$ cat src/rtl/csr_trap_pkg.sv
`default_nettype none
// ---------------------------------------------------------------------------
// csr_trap_pkg : op/state enums, CSR numbers and mstatus trap helper.
// Macro CSR_TRAP_MSTATUS_EN adds the mstatus states. Rev 1.0
// ---------------------------------------------------------------------------
package csr_trap_pkg;

  typedef enum logic [2:0] {
    OP_CSRRW  = 3'd0,
    OP_CSRRS  = 3'd1,
    OP_CSRRC  = 3'd2,
    OP_CSRRWI = 3'd3,
    OP_CSRRSI = 3'd4,
    OP_CSRRCI = 3'd5,
    OP_ECALL  = 3'd6,
    OP_MRET   = 3'd7
  } op_e;

  typedef enum logic [2:0] {
    ST_IDLE   = 3'd0,
    ST_READ   = 3'd1,
    ST_COMMIT = 3'd2
`ifdef CSR_TRAP_MSTATUS_EN
    ,
    ST_MS_READ   = 3'd3,
    ST_MS_COMMIT = 3'd4
`endif
  } state_e;

  localparam logic [11:0] CSR_MTVEC   = 12'h305;
  localparam logic [11:0] CSR_MEPC    = 12'h341;
  localparam logic [11:0] CSR_MCAUSE  = 12'h342;
  localparam logic [11:0] CSR_MSTATUS = 12'h300;

  localparam logic [31:0] MCAUSE_ECALL_M = 32'd11;

  function automatic logic is_imm_op(input op_e op);
    return (op == OP_CSRRWI) || (op == OP_CSRRSI) || (op == OP_CSRRCI);
  endfunction

  // Trap entry stacks MIE into MPIE; MRET restores it. MPP is fixed to M-mode.
  function automatic logic [31:0] mstatus_trap(input logic [31:0] ms, input logic is_mret);
    logic [31:0] r;
    r        = ms;
    r[12:11] = 2'b11;
    if (is_mret) begin
      r[3] = ms[7];
      r[7] = 1'b1;
    end else begin
      r[7] = ms[3];
      r[3] = 1'b0;
    end
    return r;
  endfunction

endpackage
`default_nettype wire

$ cat src/rtl/csr_trap_alu.sv
`default_nettype none
// ---------------------------------------------------------------------------
// csr_trap_alu : CSR read-modify-write value and set/clear write suppression.
// Rev 1.0
// ---------------------------------------------------------------------------
module csr_trap_alu
  import csr_trap_pkg::*;
(
  input  op_e         op,
  input  logic [31:0] old_val,
  input  logic [31:0] src,
  input  logic [4:0]  rs1_zimm,
  output logic [31:0] new_val,
  output logic        wr_suppress
);

  always_comb begin
    new_val     = src;
    wr_suppress = 1'b0;
    case (op)
      OP_CSRRS, OP_CSRRSI: begin
        new_val     = old_val | src;
        wr_suppress = (rs1_zimm == 5'd0);
      end
      OP_CSRRC, OP_CSRRCI: begin
        new_val     = old_val & ~src;
        wr_suppress = (rs1_zimm == 5'd0);
      end
      default: ;
    endcase
  end

endmodule
`default_nettype wire

$ cat src/rtl/csr_trap_ctrl.sv
`default_nettype none
// ---------------------------------------------------------------------------
// csr_trap_ctrl : Zicsr / ECALL / MRET sequencer, IDLE -> READ -> COMMIT.
// Macro CSR_TRAP_MSTATUS_EN adds MS_READ/MS_COMMIT for mstatus. Rev 1.0
// ---------------------------------------------------------------------------
module csr_trap_ctrl
  import csr_trap_pkg::*;
(
  input  logic        sys_clk,
  input  logic        sys_rst,
  input  logic        in_valid,
  output logic        in_ready,
  input  logic [2:0]  in_op,
  input  logic [11:0] in_csr_addr,
  input  logic [4:0]  in_rs1_zimm,
  input  logic [31:0] in_rs1_data,
  input  logic [4:0]  in_rd,
  input  logic [31:0] in_pc,
  output logic [11:0] csr_raddr,
  input  logic [31:0] csr_rdata,
  output logic [4:0]  gpr_waddr,
  output logic [31:0] gpr_wdata,
  output logic        gpr_wen,
  output logic [11:0] csr_waddr1,
  output logic [31:0] csr_wdata1,
  output logic        csr_wen1,
  output logic [11:0] csr_waddr2,
  output logic [31:0] csr_wdata2,
  output logic        csr_wen2,
  output logic        pc_wen,
  output logic [31:0] pc_wdata,
  output logic        done
);

  state_e      state_q, state_d;
  op_e         op_q, op_d;
  logic [11:0] addr_q, addr_d;
  logic [31:0] src_q, src_d;
  logic [4:0]  zimm_q, zimm_d;
  logic [4:0]  rd_q, rd_d;
  logic [31:0] pc_q, pc_d;

  logic [11:0] csr_raddr_q, csr_raddr_d;
  logic [4:0]  gpr_waddr_q, gpr_waddr_d;
  logic [31:0] gpr_wdata_q, gpr_wdata_d;
  logic        gpr_wen_q, gpr_wen_d;
  logic [11:0] csr_waddr1_q, csr_waddr1_d;
  logic [31:0] csr_wdata1_q, csr_wdata1_d;
  logic        csr_wen1_q, csr_wen1_d;
  logic [11:0] csr_waddr2_q, csr_waddr2_d;
  logic [31:0] csr_wdata2_q, csr_wdata2_d;
  logic        csr_wen2_q, csr_wen2_d;
  logic        pc_wen_q, pc_wen_d;
  logic [31:0] pc_wdata_q, pc_wdata_d;
  logic        done_q, done_d;

  logic [31:0] w_new_val;
  logic        w_suppress;
  logic        w_ms_en;

`ifdef CSR_TRAP_MSTATUS_EN
  assign w_ms_en = 1'b1;
`else
  assign w_ms_en = 1'b0;
`endif

  csr_trap_alu u_alu (
    .op          (op_q),
    .old_val     (csr_rdata),
    .src         (src_q),
    .rs1_zimm    (zimm_q),
    .new_val     (w_new_val),
    .wr_suppress (w_suppress)
  );

  // Strobes are registered: the READ cycle computes what COMMIT presents.
  always_comb begin
    state_d      = state_q;
    op_d         = op_q;
    addr_d       = addr_q;
    src_d        = src_q;
    zimm_d       = zimm_q;
    rd_d         = rd_q;
    pc_d         = pc_q;
    csr_raddr_d  = '0;
    gpr_waddr_d  = '0;
    gpr_wdata_d  = '0;
    gpr_wen_d    = 1'b0;
    csr_waddr1_d = '0;
    csr_wdata1_d = '0;
    csr_wen1_d   = 1'b0;
    csr_waddr2_d = '0;
    csr_wdata2_d = '0;
    csr_wen2_d   = 1'b0;
    pc_wen_d     = 1'b0;
    pc_wdata_d   = '0;
    done_d       = 1'b0;
    case (state_q)
      ST_IDLE: begin
        if (in_valid) begin
          op_d    = op_e'(in_op);
          addr_d  = in_csr_addr;
          zimm_d  = in_rs1_zimm;
          rd_d    = in_rd;
          pc_d    = in_pc;
          src_d   = is_imm_op(op_e'(in_op)) ? {27'b0, in_rs1_zimm} : in_rs1_data;
          state_d = ST_READ;
          case (op_e'(in_op))
            OP_ECALL: csr_raddr_d = CSR_MTVEC;
            OP_MRET:  csr_raddr_d = CSR_MEPC;
            default:  csr_raddr_d = in_csr_addr;
          endcase
        end
      end
      ST_READ: begin
        state_d = ST_COMMIT;
        case (op_q)
          OP_ECALL: begin
            csr_wen1_d   = 1'b1;
            csr_waddr1_d = CSR_MEPC;
            csr_wdata1_d = pc_q;
            csr_wen2_d   = 1'b1;
            csr_waddr2_d = CSR_MCAUSE;
            csr_wdata2_d = MCAUSE_ECALL_M;
            pc_wen_d     = 1'b1;
            pc_wdata_d   = csr_rdata;
            done_d       = !w_ms_en;
          end
          OP_MRET: begin
            pc_wen_d   = 1'b1;
            pc_wdata_d = csr_rdata;
            done_d     = !w_ms_en;
          end
          default: begin
            if (rd_q != 5'd0) begin
              gpr_wen_d   = 1'b1;
              gpr_waddr_d = rd_q;
              gpr_wdata_d = csr_rdata;
            end
            if (!w_suppress) begin
              csr_wen1_d   = 1'b1;
              csr_waddr1_d = addr_q;
              csr_wdata1_d = w_new_val;
            end
            done_d = 1'b1;
          end
        endcase
      end
      ST_COMMIT: begin
        state_d = ST_IDLE;
`ifdef CSR_TRAP_MSTATUS_EN
        if ((op_q == OP_ECALL) || (op_q == OP_MRET)) begin
          state_d     = ST_MS_READ;
          csr_raddr_d = CSR_MSTATUS;
        end
`endif
      end
`ifdef CSR_TRAP_MSTATUS_EN
      ST_MS_READ: begin
        state_d      = ST_MS_COMMIT;
        csr_wen1_d   = 1'b1;
        csr_waddr1_d = CSR_MSTATUS;
        csr_wdata1_d = mstatus_trap(csr_rdata, op_q == OP_MRET);
        done_d       = 1'b1;
      end
      ST_MS_COMMIT: state_d = ST_IDLE;
`endif
      default: state_d = ST_IDLE;
    endcase
  end

  always_ff @(posedge sys_clk or posedge sys_rst) begin
    if (sys_rst) begin
      state_q      <= ST_IDLE;
      op_q         <= OP_CSRRW;
      addr_q       <= '0;
      src_q        <= '0;
      zimm_q       <= '0;
      rd_q         <= '0;
      pc_q         <= '0;
      csr_raddr_q  <= '0;
      gpr_waddr_q  <= '0;
      gpr_wdata_q  <= '0;
      gpr_wen_q    <= 1'b0;
      csr_waddr1_q <= '0;
      csr_wdata1_q <= '0;
      csr_wen1_q   <= 1'b0;
      csr_waddr2_q <= '0;
      csr_wdata2_q <= '0;
      csr_wen2_q   <= 1'b0;
      pc_wen_q     <= 1'b0;
      pc_wdata_q   <= '0;
      done_q       <= 1'b0;
    end else begin
      state_q      <= state_d;
      op_q         <= op_d;
      addr_q       <= addr_d;
      src_q        <= src_d;
      zimm_q       <= zimm_d;
      rd_q         <= rd_d;
      pc_q         <= pc_d;
      csr_raddr_q  <= csr_raddr_d;
      gpr_waddr_q  <= gpr_waddr_d;
      gpr_wdata_q  <= gpr_wdata_d;
      gpr_wen_q    <= gpr_wen_d;
      csr_waddr1_q <= csr_waddr1_d;
      csr_wdata1_q <= csr_wdata1_d;
      csr_wen1_q   <= csr_wen1_d;
      csr_waddr2_q <= csr_waddr2_d;
      csr_wdata2_q <= csr_wdata2_d;
      csr_wen2_q   <= csr_wen2_d;
      pc_wen_q     <= pc_wen_d;
      pc_wdata_q   <= pc_wdata_d;
      done_q       <= done_d;
    end
  end

  assign in_ready   = (state_q == ST_IDLE);
  assign csr_raddr  = csr_raddr_q;
  assign gpr_waddr  = gpr_waddr_q;
  assign gpr_wdata  = gpr_wdata_q;
  assign gpr_wen    = gpr_wen_q;
  assign csr_waddr1 = csr_waddr1_q;
  assign csr_wdata1 = csr_wdata1_q;
  assign csr_wen1   = csr_wen1_q;
  assign csr_waddr2 = csr_waddr2_q;
  assign csr_wdata2 = csr_wdata2_q;
  assign csr_wen2   = csr_wen2_q;
  assign pc_wen     = pc_wen_q;
  assign pc_wdata   = pc_wdata_q;
  assign done       = done_q;

endmodule
`default_nettype wire

$ cat config.mk
export PLATFORM = sky130hd
export DESIGN_NAME = csr_trap_ctrl
export DESIGN_NICKNAME = d
export VERILOG_FILES = /design/src/rtl/csr_trap_pkg.sv /design/src/rtl/csr_trap_alu.sv /design/src/rtl/csr_trap_ctrl.sv
export SDC_FILE = /design/constraint.sdc
export NUM_CORES = 1
export LEC_CHECK = 0
export CORE_MARGIN = 4
export CORE_UTILIZATION = 30
export CTS_BUF_LIST = sky130_fd_sc_hd__clkbuf_2 sky130_fd_sc_hd__clkbuf_4 sky130_fd_sc_hd__clkbuf_8
export CTS_CLUSTER_SIZE = 24
export DETAILED_ROUTE_END_ITERATION = 10
export MAX_ROUTING_LAYER = met4
export PLACE_DENSITY = 0.57
export SLEW_MARGIN = 20
export SYNTH_ARGS = -nofsm -noshare
export SYNTH_HDL_FRONTEND = slang
export SYNTH_SLANG_ARGS = --single-unit
$ cat constraint.sdc
create_clock -name sys_clk -period 19.2 [get_ports sys_clk]
set_input_delay 3.84 -clock sys_clk [delete_from_list [all_inputs] [get_ports sys_clk]]
set_output_delay 3.84 -clock sys_clk [all_outputs]
set_load 0.02 [all_outputs]
== After elaboration in Yosys (flattened, before gate mapping) ==
Cells that the tools add are included.
Storage, ports and cells
  input port bits: 124
  word-level logic and storage cells: 83
  register bits: 266
  output and inout bits: 175
Operators by class
  equality and inequality tests: 13
  mux-type cells: 37
  bitwise logic cells: 3
  reductions and logical operators: 10
Operator list (count)
  32-bit 2-to-1 mux: 8
  32-bit one-hot mux with 2 select lines: 2
  12-bit 2-to-1 mux: 4
  12-bit one-hot mux with 2 select lines: 2
  32-bit AND: 1
  32-bit NOT: 1
  32-bit bitwise OR: 1
  3-bit == test (second input constant): 8
  10-bit 2-to-1 mux: 2
  5-bit 2-to-1 mux: 3
  1-bit 2-to-1 mux: 11
  4-bit 2-to-1 mux: 2
  3-bit by 1-bit == test with 1-bit output (second input constant): 2
  3-bit by 2-bit == test with 1-bit output (second input constant): 2
  3-bit one-hot mux with 2 select lines: 1
  2-bit OR reduction: 3
  5-bit logical NOT: 1
  5-bit nonzero test: 1
  4-bit OR reduction: 1
  3-bit logical NOT: 1
  3-bit 2-to-1 mux: 1
  1-bit logical OR: 2
  2-bit != test (second input constant): 1
  1-bit one-hot mux with 2 select lines: 1
  2-bit AND reduction: 1

== Longest topological paths before layout ==
  word-level depth: 6
  mapped depth: 7
  mapped depth without buffers: 4

== Hierarchy ==
From an unflattened synthesis, not the netlist that was laid out.
Unflattened totals
  cell total of the unflattened synthesis: 757
  area total of the unflattened synthesis: 8610.8 um2
Modules (own cells, without submodules)
  csr_trap_ctrl: instances 1, seq. area each 5530.3 um2, cells an instance 680, area each 8047.7 um2
  csr_trap_alu: instances 1, seq. area each 0.0 um2, cells an instance 77, area each 563.0 um2

== Worst setup path before layout ==
No wires, ideal clock.
  kind: input to register
  from: in in_valid
  to: reg src_q[10]
  arrival: 4.907 ns
  library setup time: 0.065 ns
  required time: 19.135 ns
  path buffers: 2
  slack: 14.228 ns
  cell stages on the path: 5
  cells stage by stage: or3b_1 buf_2 nor3_4 buf_2 a22o_1
On the way
  longest elaborated chain between the ends: 1
Ends and longest elaborated chain
  start, declared: line csr_trap_ctrl.sv:11  | input logic in_valid,
  2-bit AND reduction (no source line)
  end signal, assigned: line csr_trap_ctrl.sv:198  | src_q <= src_d;
  end, declared: line csr_trap_ctrl.sv:38  | logic [31:0] src_q, src_d;
No other way between the ends.
A chain may end at the register's enable or synchronous reset.

== Worst setup path after layout ==
  from: in in_valid
  to: reg src_q[2]
Same word-level chain as after synthesis.

==> reports/metrics.cfg <==
[cts]
htree_levels=2
cts_root_buffer=clkbuf_8
clk_pin_slew_worst_paths_ns=0.06
max-clock-path-buffers=3
cts.hold.buffers_added=0
cts_tree=done
cts_made_buffers=40
post_cts_resized=0
post_cts_buffers=0
clock_sinks=221
clock_latency_ns=0.54

[die]
rows=66
start_util_pct=30.46
dieArea_um2=36000
core_area_um2=32540
die_w_um=189.7
die_h_um=189.7
ioPinCount=299

[timing]
slew_headroom_pct=36.83
setup-tns-final_ns=0
tightest_slew_ns=0.9476
setup_viol=0
clock.fmax_mhz=158.6
period_minus_slack_ns=6.304
hold_violations=0
slew_viol_final=0
finalCritPeriodShare_pct=32.83
finClkSkew_ns=0.02127
rsz0062_at_grt=no

[power]
p_seq_share_pct=40.3
powerDensity_nw_per_um2=107.6
irDropWorstVdd_uv=47.11
netSwitchingFraction_pct=31.83
p_sw_uw=464.3
pwr-share-clk_pct=33.6
p_leak_uw=0.006051
p_comb_share_pct=26.1
intPower_uw=994.4

[global_routing]
track_usage_pct=16.77
grt_max_degree=102
grt-ovfl-total=0
grt_pass1_vias=8163
grt_pass1_wl_mm=46.77
antenna_found_initial=1

[drt]
dr_total_vias=7896
vias_per_cell=4.754
wl_per_cell_um=18.16
postRouteAntennaNets=0
dr.pass1.iters=5
drt_wl_total_mm=30.16
drc=0
drt_iter0_markers=324

[worst_setup_path]
crit_chain=clkdlybuf4s50_1 > or3b_4 > buf_4 > clkinv_2 > buf_4 > nor2_1 > a31oi_1
path_class=input port to flip-flop
start_kind=input port
cp.arrival_ns=6.68
crit_required_ns=19.58
cpPeakStageDelay_ns=0.60
crit_slowest_cell=buf_4
cpMostUsedCell=buf_4
cp-end-kind=flip-flop
path_max_fanout=52

[place]
dp.final_hpwl_mm=19.78
place_congestion=0.7666
io_buffers=261
post_dp_cell_area_um2=12660

[synth]
ys.warnings.count=0
synth.avg_cell_area_um2=10.33
synth_cell_types=38
syn_inst=959
yosysSeqAreaShare_pct=55.81
synth-seq-cells=221
synth_area_um2=9910

[layout]
nets=1314
syn_to_final_growth_pct=36.81
drive_gt1_share_pct=8.128
final_util_pct=41.67
stdcell_area_um2=13560

[run_status]
status=completed

[job]
drv_cap=0

[hold_path]
hold_path.class=flip-flop to flip-flop

[layer usage]
| layer | share of wire, % | routed length [um] | global-route usage (%) | vias to the layer above |
|---|---|---|---|---|
| met5 | 0 | 0 | - | - |
| met4 | 2.6 | 779 | 5.565 | 0 |
| met3 | 5.8 | 1763 | 3.211 | 51 |
| met2 | 48 | 14330 | 27.00 | 260 |
| met1 | 44 | 13280 | 21.46 | 3867 |
| li1 | - | - | - | 3718 |
[cell usage after synthesis (all sizes together)]
library cell	instances	area, um2
a21oi	5	25.02
dfrtp	221	5530
mux2i	1	10.01
o21ba	1	10.01
nor4	1	6.260
nor2b	35	219.0
inv	5	18.77
nand2	204	765.7
a311o	28	280.3
nor3	2	21.27
and3	43	269.0
and2	37	231.5
a211oi	59	480.5
nand2b	2	12.51
nand3b	5	37.54
nand3	6	30.03
a311oi	4	35.03
o211ai	4	30.03
nor3b	40	300.3
clkbuf	50	187.7
a22o	27	236.5
clkinv	1	3.750
buf	71	499.2
a31oi	9	56.30
and3b	5	43.79
o21bai	2	15.01
nor2	12	45.04
or3b	30	262.8
or4	1	7.510
o21ai	47	235.2
conb	1	3.750
[worst max-delay path: cells and delay by family]
kind / cells / cell delay [ns]
AOI/OAI and AO/OA: 1 / 0.05
buffers and inverters: 4 / 1.99
and+or+nand+nor: 2 / 0.73
[flip-flops by register name (all words and copies together), names as in the netlist, 2 cells and up]
signal and cells:
csr_wdata1 32, gpr_wdata 32, pc_q 32, pc_wdata 32, src_q 32, addr_q 12, csr_raddr 12, csr_waddr1 12
gpr_waddr 5, rd_q 5, zimm_q 5, op_q 3, state_q 2
[kinds of logic after synthesis]
group	Yosys count	synth area share (%)
muxes	1	0.1010
other	1	0.03784
DFF	221	55.81
and+or+nand+nor	423	22.73
AOI/OAI and AO/OA	186	14.17
buffers and inverters	127	7.159
[cells in the final DEF, fill, tap and decap left out, drive strengths merged, types with 9 or more instances in the layout]
cell type,Yosys,layout
a211oi,59,59
a22o,27,27
a311o,28,28
a31oi,9,9
and2,37,37
and3,43,43
buf,71,13
clkbuf,50,63
clkdlybuf4s50,0,261
conb,1,37
dfrtp,221,221
nand2,204,204
nor2,12,12
nor2b,35,35
nor3b,40,40
o21ai,47,47
or3b,30,30
[power groups by stage]
| stage | clock, uW | sequential, uW | combinational [uW] |
|---|---|---|---|
| 4_1_cts | 508 | 589 | 388 |
| 5_1_grt | 526 | 600 | 419 |
| 3_3_place_gp | 0 | 594 | 377 |
| 6_report | 489 | 588 | 381 |
| 3_5_place_dp | 0 | 596 | 387 |
| 2_1_floorplan | 0 | 611 | 225 |
[per-stage QoR]
stage / cells / total power (uW) / setup WS (ns) / hold WS, ns
CTS: 1660 / 1484 / 12.84 / 0.4710
global route: 1661 / 1546 / 12.65 / 0.4955
detailed placement: 1590 / 983.0 / 12.27 / 0.4562
floorplan: 995 / 835.9 / 9.311 / 0.4370
global placement: 1589 / 971.4 / 12.33 / 0.4519
finish: 1661 / 1459 / 12.90 / 0.4655
[final cells by class]
cell class | count | area [um2]
fill | 3179 | 18980
sequential | 221 | 5539
multi-input combinational | 647 | 3819
timing repair buffer | 274 | 2718
clock buffer | 63 | 804.5
tap | 442 | 553.0
clock inverter | 7 | 90.09
inverter | 6 | 31.28
antenna | 1 | 2.502
[worst paths after layout]
kind	start	to	slack [ns]	cells after the start
worst max-delay path	in_valid	src_q[2]$_DFFE_PP0P_	12.90	7
worst min-delay path	addr_q[2]$_DFFE_PP0P_	addr_q[2]$_DFFE_PP0P_	0.47	2
worst max register to register	state_q[0]$_DFFE_PP0P_	src_q[2]$_DFFE_PP0P_	16.32	6
worst min register to register	addr_q[2]$_DFFE_PP0P_	addr_q[2]$_DFFE_PP0P_	0.47	2
max in group asynchronous	sys_rst	op_q[1]$_DFFE_PP0P_	13.99	3
min in group asynchronous	sys_rst	gpr_wdata[14]$_DFF_PP0_	3.84	2
(Power assumes the default switching activity.)
